### src/rtl/gfx_pkg.sv
// Shared definitions for the 64-bit pixel datapath: colour depth encodings
// and the reader's state encoding.
package gfx_pkg;

   localparam logic [2:0] DEPTH_8  = 3'd1;
   localparam logic [2:0] DEPTH_16 = 3'd3;
   localparam logic [2:0] DEPTH_32 = 3'd7;

   typedef enum logic [1:0] {
      IDLE   = 2'd0,
      RD_PIX = 2'd1,
      RD_Z   = 2'd2
   } reader_state_t;

endpackage

### src/rtl/gfx_pixel_reader64_if.sv
// 64-bit wishbone read port of the pixel reader.
// Handshake: read_o is a one-cycle strobe with read_addr_o/read_sel_o valid;
// the slave later raises ack_i for one cycle with dat_i valid in that cycle.
interface gfx_pixel_reader64_if;
   logic        read_o;
   logic [31:3] read_addr_o;
   logic [7:0]  read_sel_o;
   logic        ack_i;
   logic [63:0] dat_i;

   modport master (output read_o, read_addr_o, read_sel_o,
                   input  ack_i, dat_i);
   modport slave  (input  read_o, read_addr_o, read_sel_o,
                   output ack_i, dat_i);
endinterface

### src/rtl/memory_to_color64.sv
// Picks one little-endian pixel lane out of a 64-bit memory word and
// produces the byte selects that address that lane.
module memory_to_color64
   import gfx_pkg::*;
(
   input  logic [2:0]  color_depth,
   input  logic [2:0]  x_lsb,
   input  logic [63:0] mem,
   output logic [31:0] color,
   output logic [7:0]  sel
);

   always_comb begin
      color = mem[31:0];
      sel   = 8'h0F;
      unique case (color_depth)
         DEPTH_8: begin
            color = {24'h0, mem[{x_lsb, 3'b000} +: 8]};
            sel   = 8'h01 << x_lsb;
         end
         DEPTH_16: begin
            color = {16'h0, mem[{x_lsb[1:0], 4'b0000} +: 16]};
            sel   = 8'h03 << {x_lsb[1:0], 1'b0};
         end
         DEPTH_32: begin
            color = mem[{x_lsb[0], 5'b00000} +: 32];
            sel   = 8'h0F << {x_lsb[0], 2'b00};
         end
         default: begin
            color = mem[31:0];
            sel   = 8'h0F;
         end
      endcase
   end

endmodule

### src/rtl/gfx_pixel_reader64.sv
// Fetches a pixel's colour (and optionally its z value) over the 64-bit
// wishbone read port and returns them with a one-cycle ack.
module gfx_pixel_reader64
   import gfx_pkg::*;
#(
   parameter int point_width = 16
) (
   input  logic                   clk_i,
   input  logic                   rst_i,
   input  logic [31:3]            target_base_i,
   input  logic [31:3]            zbuffer_base_i,
   input  logic [point_width-1:0] target_size_x_i,
   input  logic [2:0]             color_depth_i,
   input  logic [point_width-1:0] pixel_x_i,
   input  logic [point_width-1:0] pixel_y_i,
   input  logic                   zbuffer_enable_i,
   input  logic                   read_i,
   gfx_pixel_reader64_if.master   wbm,
   output logic                   ack_o,
   output logic [31:0]            color_o,
   output logic [point_width-1:0] z_o,
   output reader_state_t          state_o
);

   reader_state_t          r_state, w_state_nxt;
   logic [point_width-1:0] r_x, r_y;
   logic [2:0]             r_depth;
   logic                   r_zen;
   logic                   r_read, w_read_nxt;
   logic [31:3]            r_addr, w_addr_nxt;
   logic [7:0]             r_sel, w_sel_nxt;
   logic                   r_ack, w_ack_nxt;
   logic [31:0]            r_color, w_color_nxt;
   logic [point_width-1:0] r_z, w_z_nxt;

   logic [point_width-1:0] w_x, w_y;
   logic [2:0]             w_depth;
   logic [31:0]            w_lin, w_pix_off, w_z_off;
   logic [31:3]            w_pix_addr, w_z_addr;
   logic [31:0]            w_pix_color, w_z_color;
   logic [7:0]             w_pix_sel, w_z_sel;

   // In IDLE the live inputs drive the address path so the strobe can go out
   // the cycle after read_i; afterwards the captured request is used.
   assign w_x     = (r_state == IDLE) ? pixel_x_i     : r_x;
   assign w_y     = (r_state == IDLE) ? pixel_y_i     : r_y;
   assign w_depth = (r_state == IDLE) ? color_depth_i : r_depth;

   assign w_lin = 32'(target_size_x_i) * 32'(w_y) + 32'(w_x);

   always_comb begin
      w_pix_off = 32'h0;
      unique case (w_depth)
         DEPTH_8:  w_pix_off = w_lin;
         DEPTH_16: w_pix_off = w_lin << 1;
         DEPTH_32: w_pix_off = w_lin << 2;
         default:  w_pix_off = 32'h0;
      endcase
   end

   assign w_z_off    = w_lin << 1;
   assign w_pix_addr = target_base_i  + 29'(w_pix_off >> 3);
   assign w_z_addr   = zbuffer_base_i + 29'(w_z_off >> 3);

   memory_to_color64 u_pix_lane (
      .color_depth (w_depth),
      .x_lsb       (w_x[2:0]),
      .mem         (wbm.dat_i),
      .color       (w_pix_color),
      .sel         (w_pix_sel)
   );

   memory_to_color64 u_z_lane (
      .color_depth (DEPTH_16),
      .x_lsb       (w_x[2:0]),
      .mem         (wbm.dat_i),
      .color       (w_z_color),
      .sel         (w_z_sel)
   );

   always_comb begin
      w_state_nxt = r_state;
      w_read_nxt  = 1'b0;
      w_ack_nxt   = 1'b0;
      w_addr_nxt  = r_addr;
      w_sel_nxt   = r_sel;
      w_color_nxt = r_color;
      w_z_nxt     = r_z;
      unique case (r_state)
         IDLE: begin
            if (read_i) begin
               w_state_nxt = RD_PIX;
               w_read_nxt  = 1'b1;
               w_addr_nxt  = w_pix_addr;
               w_sel_nxt   = w_pix_sel;
            end
         end
         RD_PIX: begin
            if (wbm.ack_i) begin
               w_color_nxt = w_pix_color;
               if (r_zen) begin
                  w_state_nxt = RD_Z;
                  w_read_nxt  = 1'b1;
                  w_addr_nxt  = w_z_addr;
                  w_sel_nxt   = w_z_sel;
               end else begin
                  w_state_nxt = IDLE;
                  w_ack_nxt   = 1'b1;
                  w_z_nxt     = '0;
               end
            end
         end
         RD_Z: begin
            if (wbm.ack_i) begin
               w_state_nxt = IDLE;
               w_ack_nxt   = 1'b1;
               w_z_nxt     = point_width'(w_z_color);
            end
         end
         default: w_state_nxt = IDLE;
      endcase
   end

   always_ff @(posedge clk_i or posedge rst_i) begin
      if (rst_i) begin
         r_state <= IDLE;
         r_read  <= 1'b0;
         r_ack   <= 1'b0;
         r_addr  <= '0;
         r_sel   <= '0;
         r_color <= '0;
         r_z     <= '0;
      end else begin
         r_state <= w_state_nxt;
         r_read  <= w_read_nxt;
         r_ack   <= w_ack_nxt;
         r_addr  <= w_addr_nxt;
         r_sel   <= w_sel_nxt;
         r_color <= w_color_nxt;
         r_z     <= w_z_nxt;
      end
   end

   always_ff @(posedge clk_i or posedge rst_i) begin
      if (rst_i) begin
         r_x     <= '0;
         r_y     <= '0;
         r_depth <= '0;
         r_zen   <= 1'b0;
      end else if (r_state == IDLE && read_i) begin
         r_x     <= pixel_x_i;
         r_y     <= pixel_y_i;
         r_depth <= color_depth_i;
         r_zen   <= zbuffer_enable_i;
      end
   end

   assign wbm.read_o      = r_read;
   assign wbm.read_addr_o = r_addr;
   assign wbm.read_sel_o  = r_sel;
   assign ack_o           = r_ack;
   assign color_o         = r_color;
   assign z_o             = r_z;
   assign state_o         = r_state;

endmodule

### src/flat_wrapper.sv
// flat-port wrapper written by rule: the top's interface ports become plain ports
module gfx_pixel_reader64_flat import gfx_pkg::*;
#(
   parameter int point_width = 16
)
  (clk_i, rst_i, target_base_i, zbuffer_base_i, target_size_x_i, color_depth_i, pixel_x_i, pixel_y_i, zbuffer_enable_i, read_i, ack_o, color_o, z_o, state_o, wbm_read_o, wbm_read_addr_o, wbm_read_sel_o, wbm_ack_i, wbm_dat_i);
  gfx_pixel_reader64_if wbm_i ();
  input  logic clk_i;
  input  logic rst_i;
  input  logic [31:3] target_base_i;
  input  logic [31:3] zbuffer_base_i;
  input  logic [point_width-1:0] target_size_x_i;
  input  logic [2:0] color_depth_i;
  input  logic [point_width-1:0] pixel_x_i;
  input  logic [point_width-1:0] pixel_y_i;
  input  logic zbuffer_enable_i;
  input  logic read_i;
  output logic ack_o;
  output logic [31:0] color_o;
  output logic [point_width-1:0] z_o;
  output reader_state_t state_o;
  output wire logic [$bits(wbm_i.read_o)-1:0] wbm_read_o;
  output wire logic [$bits(wbm_i.read_addr_o)-1:0] wbm_read_addr_o;
  output wire logic [$bits(wbm_i.read_sel_o)-1:0] wbm_read_sel_o;
  input wire logic [$bits(wbm_i.ack_i)-1:0] wbm_ack_i;
  input wire logic [$bits(wbm_i.dat_i)-1:0] wbm_dat_i;
  assign wbm_read_o = wbm_i.read_o;
  assign wbm_read_addr_o = wbm_i.read_addr_o;
  assign wbm_read_sel_o = wbm_i.read_sel_o;
  assign wbm_i.ack_i = wbm_ack_i;
  assign wbm_i.dat_i = wbm_dat_i;
  gfx_pixel_reader64 #(.point_width(point_width)) u_core (.clk_i(clk_i), .rst_i(rst_i), .target_base_i(target_base_i), .zbuffer_base_i(zbuffer_base_i), .target_size_x_i(target_size_x_i), .color_depth_i(color_depth_i), .pixel_x_i(pixel_x_i), .pixel_y_i(pixel_y_i), .zbuffer_enable_i(zbuffer_enable_i), .read_i(read_i), .wbm(wbm_i), .ack_o(ack_o), .color_o(color_o), .z_o(z_o), .state_o(state_o));
endmodule
### config.mk
export PLATFORM = sky130hd
export DESIGN_NAME = gfx_pixel_reader64_flat
export DESIGN_NICKNAME = d
export VERILOG_FILES = /design/src/rtl/gfx_pkg.sv /design/src/rtl/gfx_pixel_reader64_if.sv /design/src/rtl/memory_to_color64.sv /design/src/rtl/gfx_pixel_reader64.sv /design/src/flat_wrapper.sv
export SDC_FILE = /design/constraint.sdc
export NUM_CORES = 1
export LEC_CHECK = 0
export BUFFER_PORTS_ARGS = -buffer_cell sky130_fd_sc_hd__buf_2
export CAP_MARGIN = 20
export CORE_ASPECT_RATIO = 0.5
export CORE_MARGIN = 2
export CORE_UTILIZATION = 51
export CTS_BUF_LIST = sky130_fd_sc_hd__clkbuf_8
export CTS_CLUSTER_SIZE = 20
export DETAILED_ROUTE_END_ITERATION = 10
export GPL_ROUTABILITY_DRIVEN = 0
export PLACE_DENSITY_LB_ADDON = 0.15
export SLEW_MARGIN = 40
export SYNTH_ARGS = -nofsm -noshare
export SYNTH_HDL_FRONTEND = slang
export SYNTH_HIERARCHICAL = 1
export SYNTH_SLANG_ARGS = --single-unit
### constraint.sdc
create_clock -name clk_i -period 19.4 [get_ports clk_i]
set_input_delay 0.97 -clock clk_i [delete_from_list [all_inputs] [get_ports clk_i]]
set_output_delay 0.97 -clock clk_i [all_outputs]
set_load 0.03 [all_outputs]
### After elaboration in Yosys (flattened, before gate mapping)

Index checks and enable logic that the tools add are counted.

| storage, ports and cells | value |
|---|---|
| input bits | 178 |
| word-level logic and storage cells | 70 |
| register bits after elaboration | 125 |
| memories | 0 |
| bits in writable memories | 0 |
| output and inout bits | 89 |
| bits in read-only memories | 0 |
| latch bits | 0 |

| operators by class | value |
|---|---|
| shifts and indexed selects | 6 |
| reductions and logical operators | 8 |
| equal/unequal tests | 10 |
| $add $sub $neg | 3 |
| div/mod/pow operators | 0 |
| multiplexer cells | 31 |
| order comparisons | 0 |
| bitwise logic cells | 0 |
| multiply operators | 1 |

Operators with widths:

| kind | count |
|---|---|
| 32-bit one-hot mux with 3 select lines | 2 |
| 29-bit two-way mux | 3 |
| 16-bit two-way mux | 5 |
| 64-bit by 7-bit variable part select with 16-bit output | 1 |
| 64-bit by 7-bit variable part select with 32-bit output | 1 |
| 64-bit by 7-bit variable part select with 8-bit output | 1 |
| 29-bit adder | 2 |
| 29-bit one-hot mux with 2 select lines | 1 |
| 32-bit by 16-bit adder with 32-bit output | 1 |
| 16-bit by 16-bit multiplier with 32-bit output | 1 |
| 16-bit one-hot mux with 2 select lines | 1 |
| 8-bit two-way mux | 3 |
| 8-bit one-hot mux with 3 select lines | 1 |
| 8-bit one-hot mux with 2 select lines | 1 |
| 2-bit two-way mux | 4 |
| 2-bit inequality test (second input constant) | 4 |
| 4-bit AND reduction | 2 |
| 1-bit by 3-bit left shift with 8-bit output (first input constant) | 1 |
| 2-bit by 3-bit left shift with 8-bit output (first input constant) | 1 |
| 4-bit by 3-bit left shift with 8-bit output (first input constant) | 1 |
| 1-bit two-way mux | 6 |
| 2-bit one-hot mux with 3 select lines | 1 |
| 1-bit one-hot mux with 2 select lines | 2 |
| 2-bit nonzero test | 2 |
| other kinds (11) | 11 |

### Logic depth before layout (Yosys ltp)

Gate-level depths: netlist of run 1.

| depth | value |
|---|---|
| word-level depth | 8 |
| mapped depth | 41 |
| depth with buffers taken out | 38 |

### Hierarchy

Netlist of run 1, hierarchy kept.

By module, submodules not included:

| module | cells an instance | area an instance (um2) | times used | seq. area each (um2) |
|---|---|---|---|---|
| gfx_pixel_reader64 | 2072 | 18076.1 | 1 | 3128.0 |
| memory_to_color64 | 209 | 1756.7 | 2 | 0.0 |

### Worst setup path after synthesis of run 1

Ideal clock, no wire load.

| timing path | value |
|---|---|
| path type | register to register |
| start | register u_core.r_state[1], in the netlist u_core/state_o[1] |
| end | register u_core.r_addr (netlist bit u_core/wbm.read_addr_o[29]) |
| library setup time | 121 ps |
| period minus slack after synthesis | 9351 ps |
| slack | 10049 ps |
| required time | 19279 ps |
| stages on the path, launching flop included | 38 |
| arrival time | 9230 ps |
| path buffers | 3 |
| path through | dfrtp_1 > inv_1 > ha_1 > clkbuf_1 > buf_1 > mux2_2 > clkbuf_1 > nand2_1 > fa_1 > inv_1 > fa_1 > inv_1 > fa_1 > inv_1 > fa_1 > fa_1 > inv_1 > fa_1 > (+2 left out) > and2_1 > o2111a_1 > a22oi_2 > nand2_1 > xor2_1 > ha_1 > nand2_1 > o21bai_1 > or4_1 > a31oi_1 > o221ai_1 > a21oi_1 > a31oi_1 > o22a_1 > and2_4 > mux2i_1 > mux2i_1 > nor2_1 |

| on the way | value |
|---|---|
| cells in the longest elaborated chain, start to end | 8 |
| elaborated cells between the ends (all ways) | 22 |
| classes of those cells | add/sub (3); mul (1); eq/ne (7); mux (8); reduce/logical (3) |

RTL lines:

| item | line | source |
|---|---|---|
| from (decl) | gfx_pixel_reader64.sv:25 | `reader_state_t r_state, w_state_nxt;` |
| from (signal assigned) | gfx_pixel_reader64.sv:134 | `r_state <= w_state_nxt;` |
| 2-bit zero test | n/a |  |
| 16-bit two-way mux | gfx_pixel_reader64.sv:46 | `assign w_y = (r_state == IDLE) ? pixel_y_i : r_y;` |
| 16-bit by 16-bit multiplier with 32-bit output | gfx_pixel_reader64.sv:49 | `assign w_lin = 32'(target_size_x_i) * 32'(w_y) + 32'(w_x);` |
| 32-bit by 16-bit adder with 32-bit output | gfx_pixel_reader64.sv:49 |  |
| 32-bit one-hot mux with 3 select lines or 29-bit adder (tied branches) | gfx_pixel_reader64.sv:53, gfx_pixel_reader64.sv:63 |  |
| 29-bit adder or 29-bit two-way mux (tied branches) | gfx_pixel_reader64.sv:62, gfx_pixel_reader64.sv:101 |  |
| 29-bit two-way mux (on tied branches) | gfx_pixel_reader64.sv:91, gfx_pixel_reader64.sv:99 |  |
| 29-bit one-hot mux with 2 select lines | gfx_pixel_reader64.sv:89 | `unique case (r_state)` |
| to (signal assigned) | gfx_pixel_reader64.sv:137 | `r_addr <= w_addr_nxt;` |
| to (decl) | gfx_pixel_reader64.sv:30 | `logic [31:3] r_addr, w_addr_nxt;` |

Parallel ways exist; a longest one is shown, timed or not. The select of a mux whose other input is x is not followed.
A chain may end at the register's enable or synchronous reset.

### Final worst setup path of run 1

Ends and elaborated chain as after synthesis.

==> impl_metrics.py, run 1 <==
metrics = {
    "floorplanning": {
        "start_util_pct": 51.4,
        "num_rows": 53,
        "die_height_microns": 149,
        "die_x_microns": 294,
        "dieArea_sq_um": 43800,
        "core_area_sq_um": 41700,
        "io_pins": 267,
    },
    "clock_network": {
        "insertion_delay_ns": 0.50,
        "tritoncts": "yes",
        "path_clk_slew_ns": 0.10,
        "cts_htree_levels": 4,
        "ctsResizeCount": 0,
        "clk_path_buf_depth": 2,
        "post_cts_buffers": 0,
        "hold_buffers": 0,
        "cts_buffers": 17,
        "cts.sinks": 125,
        "root_buffer": "clkbuf_8",
    },
    "worst_setup_path": {
        "required_ns": 19.79,
        "critPathLaunchType": "register",
        "crit_path_frequent_cell": "fa_1",
        "crit_fanout": 38,
        "cp-end-kind": "register",
        "crit_arrival_ns": 10.09,
        "crit_type": "register to register",
        "critPathMaxStageDelay_ns": 0.58,
        "cpLargestDelayFamily": "adder cells",
        "crit_path_top_delay_cell": "mux2_2",
        "worst-path-buf-inv": 6,
    },
    "flow_run": {
        "drv_cap": 0,
    },
    "final_layout": {
        "layout_common_cells": "351 x nand2_1, 324 x inv_1, 266 x buf_2",
        "finalNetCount": 3194,
        "fin_util_pct": 56.2,
        "layout_commonest_cell": "nand2_1",
        "area_delta_synth_final_pct": 9.24,
        "drive_gt1_share_pct": 18.0,
        "fill_cells": 3919,
    },
    "timing": {
        "period_share_pct": 50.0,
        "rsz0062_at_grt": "false",
        "setup_viol_count_final": 0,
        "final.setup_skew_ns": 0.0277,
        "setup_slack_ns": 9.70,
        "slew_headroom_pct": 47.8,
        "period_minus_slack_ns": 9.70,
        "worst_slew_pin_slew_ns": 0.784,
        "maxSlewViolCount": 0,
        "fin_setup_tns_ns": 0,
        "finalHoldViolations": 0,
        "max_freq_mhz": 103,
    },
    "global_routing": {
        "grt_pass1_wl_mm": 97.0,
        "gr-total-overflow": 0,
        "grtUsageTotal_pct": 28.1,
        "antenna_found_initial": 4,
        "grt_max_degree": 87,
        "grt_pass1_vias": 18100,
    },
    "run_status": {
        "status": "complete, no violations",
    },
    "routing": {
        "viasPerCell": 5.79,
        "dr_total_vias": 18600,
        "drtIter0Drc": 1626,
        "drt_wl_total_mm": 61.6,
        "dr.pass1.iters": 9,
        "drc": 0,
        "ant_nets": 0,
        "wl_per_cell_microns": 19.2,
    },
    "yosys": {
        "synth_cells": 2473,
        "synth_warnings": 6,
        "synth_area_per_cell_sq_um": 8.67,
        "mappedNetlistArea_sq_um": 21400,
    },
    "placed_design": {
        "io_buffers": 266,
        "dp_hpwl_mm": 48.0,
        "post-place-ws_ns": 9.87,
    },
    "hold_path": {
        "hold_class": "register to register",
    },
}
==> metrics by stage <==
step	std cells	hold WS, ns	cell area [sq um]
6_report	3213	0.483	23400
5_1_grt	3211	0.509	23400
4_1_cts	3209	0.486	23400
3_5_place_dp	3177	0.465	23000
3_3_place_gp	3177	0.457	23000
2_1_floorplan	2477	0.475	21500
==> layout make-up <==
cell class / instances / area [sq um] / area share [%]
clock inverters: 15 / 170 / 0.726
inverters: 326 / 1230 / 5.23
diodes: 4 / 10.0 / 0.0427
well taps: 550 / 688 / 2.94
clock buffers: 17 / 234 / 0.999
flip-flops and latches: 125 / 3130 / 13.4
multi-input cells: 1893 / 16500 / 70.4
repair buffers: 283 / 1470 / 6.27
==> worst paths after layout <==
path / startpoint / slack (ns) / end / depth (start not counted)
min in group asynchronous: rst_i / 0.52 / u_core/color_o[15] / 2
max in group asynchronous: rst_i / 17.71 / u_core/r_y[10] / 3
max: u_core/state_o[1] / 9.70 / u_core/wbm.read_addr_o[29] / 34
max reg2reg: u_core/state_o[1] / 9.70 / u_core/wbm.read_addr_o[29] / 34
min: u_core/z_o[14] / 0.48 / u_core/z_o[14] / 2
min reg2reg: u_core/z_o[14] / 0.48 / u_core/z_o[14] / 2
==> registers in the layout (all words and copies together), names as in the netlist <==
name                    cells
u_core/color_o             32
u_core/wbm.read_addr_o     29
u_core/state_o              2
u_core/z_o                 16
u_core/r_depth              3
u_core/wbm.read_o           1
u_core/r_y                 16
u_core/r_zen                1
u_core/r_x                 16
u_core/wbm.read_sel_o       8
u_core/ack_o                1
==> worst reg2reg max path, delay by kind of cell (launching register included) <==
kind            cells  cell delay (ns)
fa+ha+maj           9             3.77
compound gates      8             1.76
simple gates        7             1.49
mux                 3             1.02
buf+inv             6             0.81
flops               1             0.42
xor+xnor            1             0.36
==> per-layer routing <==
metal | up-vias | wire length (microns) | global-route usage (%)
li1 | 8713 | - | -
met5 | - | 42 | 0
met1 | 9044 | 26500 | 37.4
met3 | 130 | 3920 | 4.34
met2 | 699 | 29000 | 47.0
met4 | 4 | 2100 | 9.82
Power of run 1 is not shown: default switching activity piles up to over one toggle a cycle in this logic, so the estimate is an artifact.
==> inputs of run 2 (changes only) <==
- clock period: 19.4 -> 9.6 ns (I/O delays scaled with it)
==> impl_metrics.py, run 2 (synthesis results as in run 1) <==
metrics = {
    "floorplanning": {
        "die_height_microns": 149,
        "core_area_sq_um": 41700,
        "die_x_microns": 294,
        "dieArea_sq_um": 43800,
        "io_pins": 267,
        "num_rows": 53,
        "start_util_pct": 51.4,
    },
    "placed_design": {
        "dp_cells": 3182,
        "io_buffers": 266,
        "dp_hpwl_mm": 48.2,
    },
    "global_routing": {
        "antenna_found_initial": 6,
        "grtUsageTotal_pct": 28.0,
        "gr-total-overflow": 0,
        "grt_pass1_wl_mm": 96.3,
        "grt_max_degree": 85,
        "grt_pass1_vias": 17600,
    },
    "final_layout": {
        "area_delta_synth_final_pct": 9.88,
        "drive_gt1_share_pct": 18.3,
        "finalNetCount": 3201,
        "layout_commonest_cell": "nand2_1",
        "largest_reg_flops": 32,
        "fin_cells": 3225,
        "seq_area_sq_um": 3130,
        "layout_common_cells": "351 x nand2_1, 324 x inv_1, 266 x buf_2",
        "multiInputGateArea_sq_um": 16500,
        "fill_cells": 3897,
        "fin_util_pct": 56.5,
    },
    "clock_network": {
        "root_buffer": "clkbuf_8",
        "hold_buffers": 0,
        "insertion_delay_ns": 0.49,
        "tritoncts": "yes",
        "cts_htree_levels": 4,
        "cts.sinks": 125,
        "path_clk_slew_ns": 0.11,
        "cts_buffers": 17,
        "clk_path_buf_depth": 2,
    },
    "timing": {
        "finalHoldViolations": 0,
        "slew_headroom_pct": 41.4,
        "setup_viol_count_final": 0,
        "period_minus_slack_ns": 9.15,
        "rsz0062_at_grt": "false",
        "max_freq_mhz": 109,
        "maxSlewViolCount": 0,
        "period_share_pct": 95.3,
        "fin_setup_tns_ns": 0,
        "final.setup_skew_ns": 0.0296,
        "worst_slew_pin_slew_ns": 0.879,
    },
    "hold_path": {
        "hold_class": "input port to async pin",
    },
    "worst_setup_path": {
        "crit_arrival_ns": 9.52,
        "cp-end-kind": "register",
        "r2r_slack_ns": 0.45,
        "required_ns": 9.97,
        "crit_path_frequent_cell": "fa_1",
        "critPathMaxStageDelay_ns": 0.56,
        "crit_type": "register to register",
        "critPathLaunchType": "register",
        "crit_fanout": 19,
        "r2r-end": "u_core/wbm.read_addr_o[29]",
        "crit_path_top_delay_cell": "fa_1",
        "ff2ff_path_depth": 34,
        "reg2reg_from": "u_core/state_o[0]",
    },
    "routing": {
        "ant_nets": 0,
        "wl_per_cell_microns": 19.3,
        "dr_total_vias": 18600,
        "drtIter0Drc": 1603,
        "drc": 0,
        "dr.pass1.iters": 5,
        "viasPerCell": 5.75,
        "drt_wl_total_mm": 62.1,
    },
    "run_status": {
        "status": "complete, no violations",
    },
    "flow_run": {
        "drv_cap": 0,
    },
}
[run 2: cell count changes in the layout (fill, tap and decap cells not counted), moves of 2 or more]
cell | previous run | this run
buf_4 | 15 | 20
bufinv_16 | 0 | 2
clkinv_8 | 4 | 0
diode_2 | 4 | 9
inv_6 | 4 | 6
inv_8 | 4 | 2
[run 2: final cells by class]
class                           count  area share (%)
Multi-Input combinational cell   1893            70.2
Antenna cell                        9          0.0956
Clock buffer                       18            1.05
Tap cell                          550            2.92
Inverter                          326            5.20
Timing Repair Buffer              290            6.58
Clock inverter                     14           0.717
Sequential cell                   125            13.3
[run 2: how the worst max path moves through the flow]
stage,from,to
global route,u_core/state_o[0],u_core/wbm.read_addr_o[29]
finish,u_core/state_o[0],u_core/wbm.read_addr_o[29]
floorplan,u_core/state_o[1],u_core/wbm.read_addr_o[29]
detailed placement,u_core/state_o[1],u_core/wbm.read_addr_o[29]
global placement,u_core/state_o[1],u_core/wbm.read_addr_o[29]
CTS,u_core/state_o[1],u_core/wbm.read_addr_o[29]
[run 2: what timing repair did]
| item | 4_1_cts | 5_1_grt |
|---|---|---|
| endpoints found under the hold margin | 0 | 0 |
| buffers inserted | 0 | 1 |
| endpoints found under the setup margin | 0 | 7 |
| resized for setup | 0 | 7 |
[run 2: critical path: cells and delay by family, from the launching register on]
kind / cells / cell delay (ns)
flops: 1 / 0.42
xor+xnor: 1 / 0.19
fa+ha+maj: 9 / 3.95
compound gates: 8 / 1.69
mux: 3 / 0.80
buf+inv: 6 / 0.53
simple gates: 7 / 1.39
[run 2: metrics by stage]
stage / hold slack, ns / cell area [sq um] / worst slack [ns]
finish: 0.0423 / 23600 / 0.454
floorplan: 0.475 / 21500 / 0.249
detailed placement: 0.467 / 23100 / 0.349
global placement: 0.459 / 23000 / 0.578
CTS: 0.0319 / 23500 / 0.346
global route: 0.0588 / 23600 / 0.0118
[run 2: per-layer routing]
layer	vias up	global-route usage, %	wire length [microns]
met5	-	0	13
met4	2	7.55	1270
met3	71	5.15	4550
met2	707	46.0	29400
met1	9033	38.2	26900
li1	8743	-	-
Power of run 2 is left out for the same reason.
==> inputs of run 3 (changes only) <==
- BUFFER_PORTS_ARGS: -buffer_cell sky130_fd_sc_hd__buf_2 -> unset
- DONT_BUFFER_PORTS: unset -> 1
==> impl_metrics.py, run 3 (synthesis results as in run 1) <==
metrics = {
    "worst_setup_path": {
        "crit_arrival_ns": 9.48,
        "required_ns": 9.98,
        "critPathMaxStageDelay_ns": 0.55,
        "crit_type": "register to register",
        "critPathLaunchType": "register",
        "crit_path_top_delay_cell": "fa_1",
        "r2r_slack_ns": 0.51,
        "crit_fanout": 24,
        "ff2ff_path_depth": 36,
        "cp-end-kind": "register",
        "r2r-end": "u_core/wbm.read_addr_o[29]",
        "crit_start": "u_core/state_o[1]",
        "reg2reg_from": "u_core/state_o[1]",
        "crit_path_frequent_cell": "fa_1",
        "critPathCapture": "u_core/wbm.read_addr_o[29]",
    },
    "global_routing": {
        "grt_pass1_vias": 17100,
        "grt_pass1_wl_mm": 94.7,
        "grtUsageTotal_pct": 27.6,
        "gr-total-overflow": 0,
        "antenna_found_initial": 4,
        "grt_max_degree": 83,
    },
    "routing": {
        "drc": 0,
        "viasPerCell": 5.91,
        "wl_per_cell_microns": 20.6,
        "dr_total_vias": 17500,
        "ant_nets": 0,
        "dr.pass1.iters": 7,
        "drt_wl_total_mm": 60.9,
        "drtIter0Drc": 1335,
    },
    "clock_network": {
        "clk_path_buf_depth": 2,
        "root_buffer": "clkbuf_8",
        "cts_htree_levels": 4,
        "path_clk_slew_ns": 0.10,
        "tritoncts": "yes",
        "cts.sinks": 125,
        "cts_buffers": 17,
        "insertion_delay_ns": 0.50,
    },
    "timing": {
        "slew_headroom_pct": 45.1,
        "finalHoldViolations": 0,
        "max_freq_mhz": 110,
        "rsz0062_at_grt": "true",
        "period_minus_slack_ns": 9.09,
        "setup_slack_ns": 0.509,
        "worst_slew_pin_slew_ns": 0.824,
        "period_share_pct": 94.7,
        "maxSlewViolCount": 0,
        "setup_viol_count_final": 0,
        "final.setup_skew_ns": 0.0317,
    },
    "placed_design": {
        "dp_hpwl_mm": 47.6,
        "dp_cells": 2920,
        "post-place-ws_ns": 0.400,
        "io_buffers": 0,
    },
    "final_layout": {
        "fill_cells": 3902,
        "drive_gt1_share_pct": 9.44,
        "layout_commonest_cell": "nand2_1",
        "fin_util_pct": 53.3,
        "fin_cells": 2957,
        "multiInputGateArea_sq_um": 16500,
        "seq_area_sq_um": 3130,
        "largest_reg_flops": 32,
        "layout_common_cells": "351 x nand2_1, 324 x inv_1, 212 x fa_1",
        "area_delta_synth_final_pct": 3.65,
        "finalNetCount": 2939,
    },
    "floorplanning": {
        "core_area_sq_um": 41700,
        "die_height_microns": 149,
        "io_pins": 267,
        "num_rows": 53,
        "dieArea_sq_um": 43800,
        "start_util_pct": 51.4,
        "die_x_microns": 294,
    },
    "flow_run": {
        "drv_cap": 0,
    },
    "run_status": {
        "status": "complete, no violations",
    },
    "hold_path": {
        "hold_class": "input port to register",
    },
}
[run 3: per-stage QoR]
step	setup TNS, ns	instance area (sq um)	hold slack (ns)
after floorplan	0	21500	0.475
after global placement	0	21700	0.483
after detailed placement	0	21800	0.490
after CTS	0	22200	0.0936
after global routing	-0.132	22200	0.106
final	0	22200	0.126
[run 3: worst min path at each step]
stage / startpoint / to / slack [ns] / cells after the start
CTS: wbm_ack_i / u_core/ack_o / 0.09 / 2
global route: pixel_y_i[6] / u_core/r_y[6] / 0.11 / 1
global placement: u_core/r_y[3] / u_core/r_y[3] / 0.48 / 1
detailed placement: u_core/r_y[1] / u_core/r_y[1] / 0.49 / 1
floorplan: u_core/r_x[0] / u_core/r_x[0] / 0.48 / 1
finish: wbm_ack_i / u_core/ack_o / 0.13 / 2
[run 3: layer usage]
metal / part of all wire, % / track usage (%) / wire length [microns] / vias up
met5: 0.021 / 0 / 13 / -
met4: 2.5 / 8.55 / 1540 / 2
met3: 7.3 / 6.38 / 4470 / 78
met2: 48 / 45.8 / 29100 / 602
met1: 42 / 36.1 / 25800 / 8577
li1: - / - / - / 8205
[run 3: final cells by class]
class / count / area share, %
Antenna cell: 3 / 0.0338
Tap cell: 550 / 3.10
Sequential cell: 125 / 14.1
Multi-Input combinational cell: 1893 / 74.3
Clock buffer: 18 / 1.11
Clock inverter: 14 / 0.766
Inverter: 326 / 5.54
Timing Repair Buffer: 28 / 1.03
[run 3: timing repair]
item                       CTS  global route
setup endpoints to repair    0             8
resized for setup            0             7
buffers inserted             0             1
hold buffers                 1             0
hold endpoints to repair     2             0
[run 3: worst max-delay path, delay by kind of cell (launching register included)]
family	cells	cell delay [ns]
AOI/OAI and AO/OA	11	2.02
xor gates and xnor gates	1	0.17
adders and majority gates	9	4.04
buffers and inverters	7	0.73
DFF	1	0.39
muxes	3	0.62
and+or+nand+nor	5	0.96
Power of run 3 is left out for the same reason.
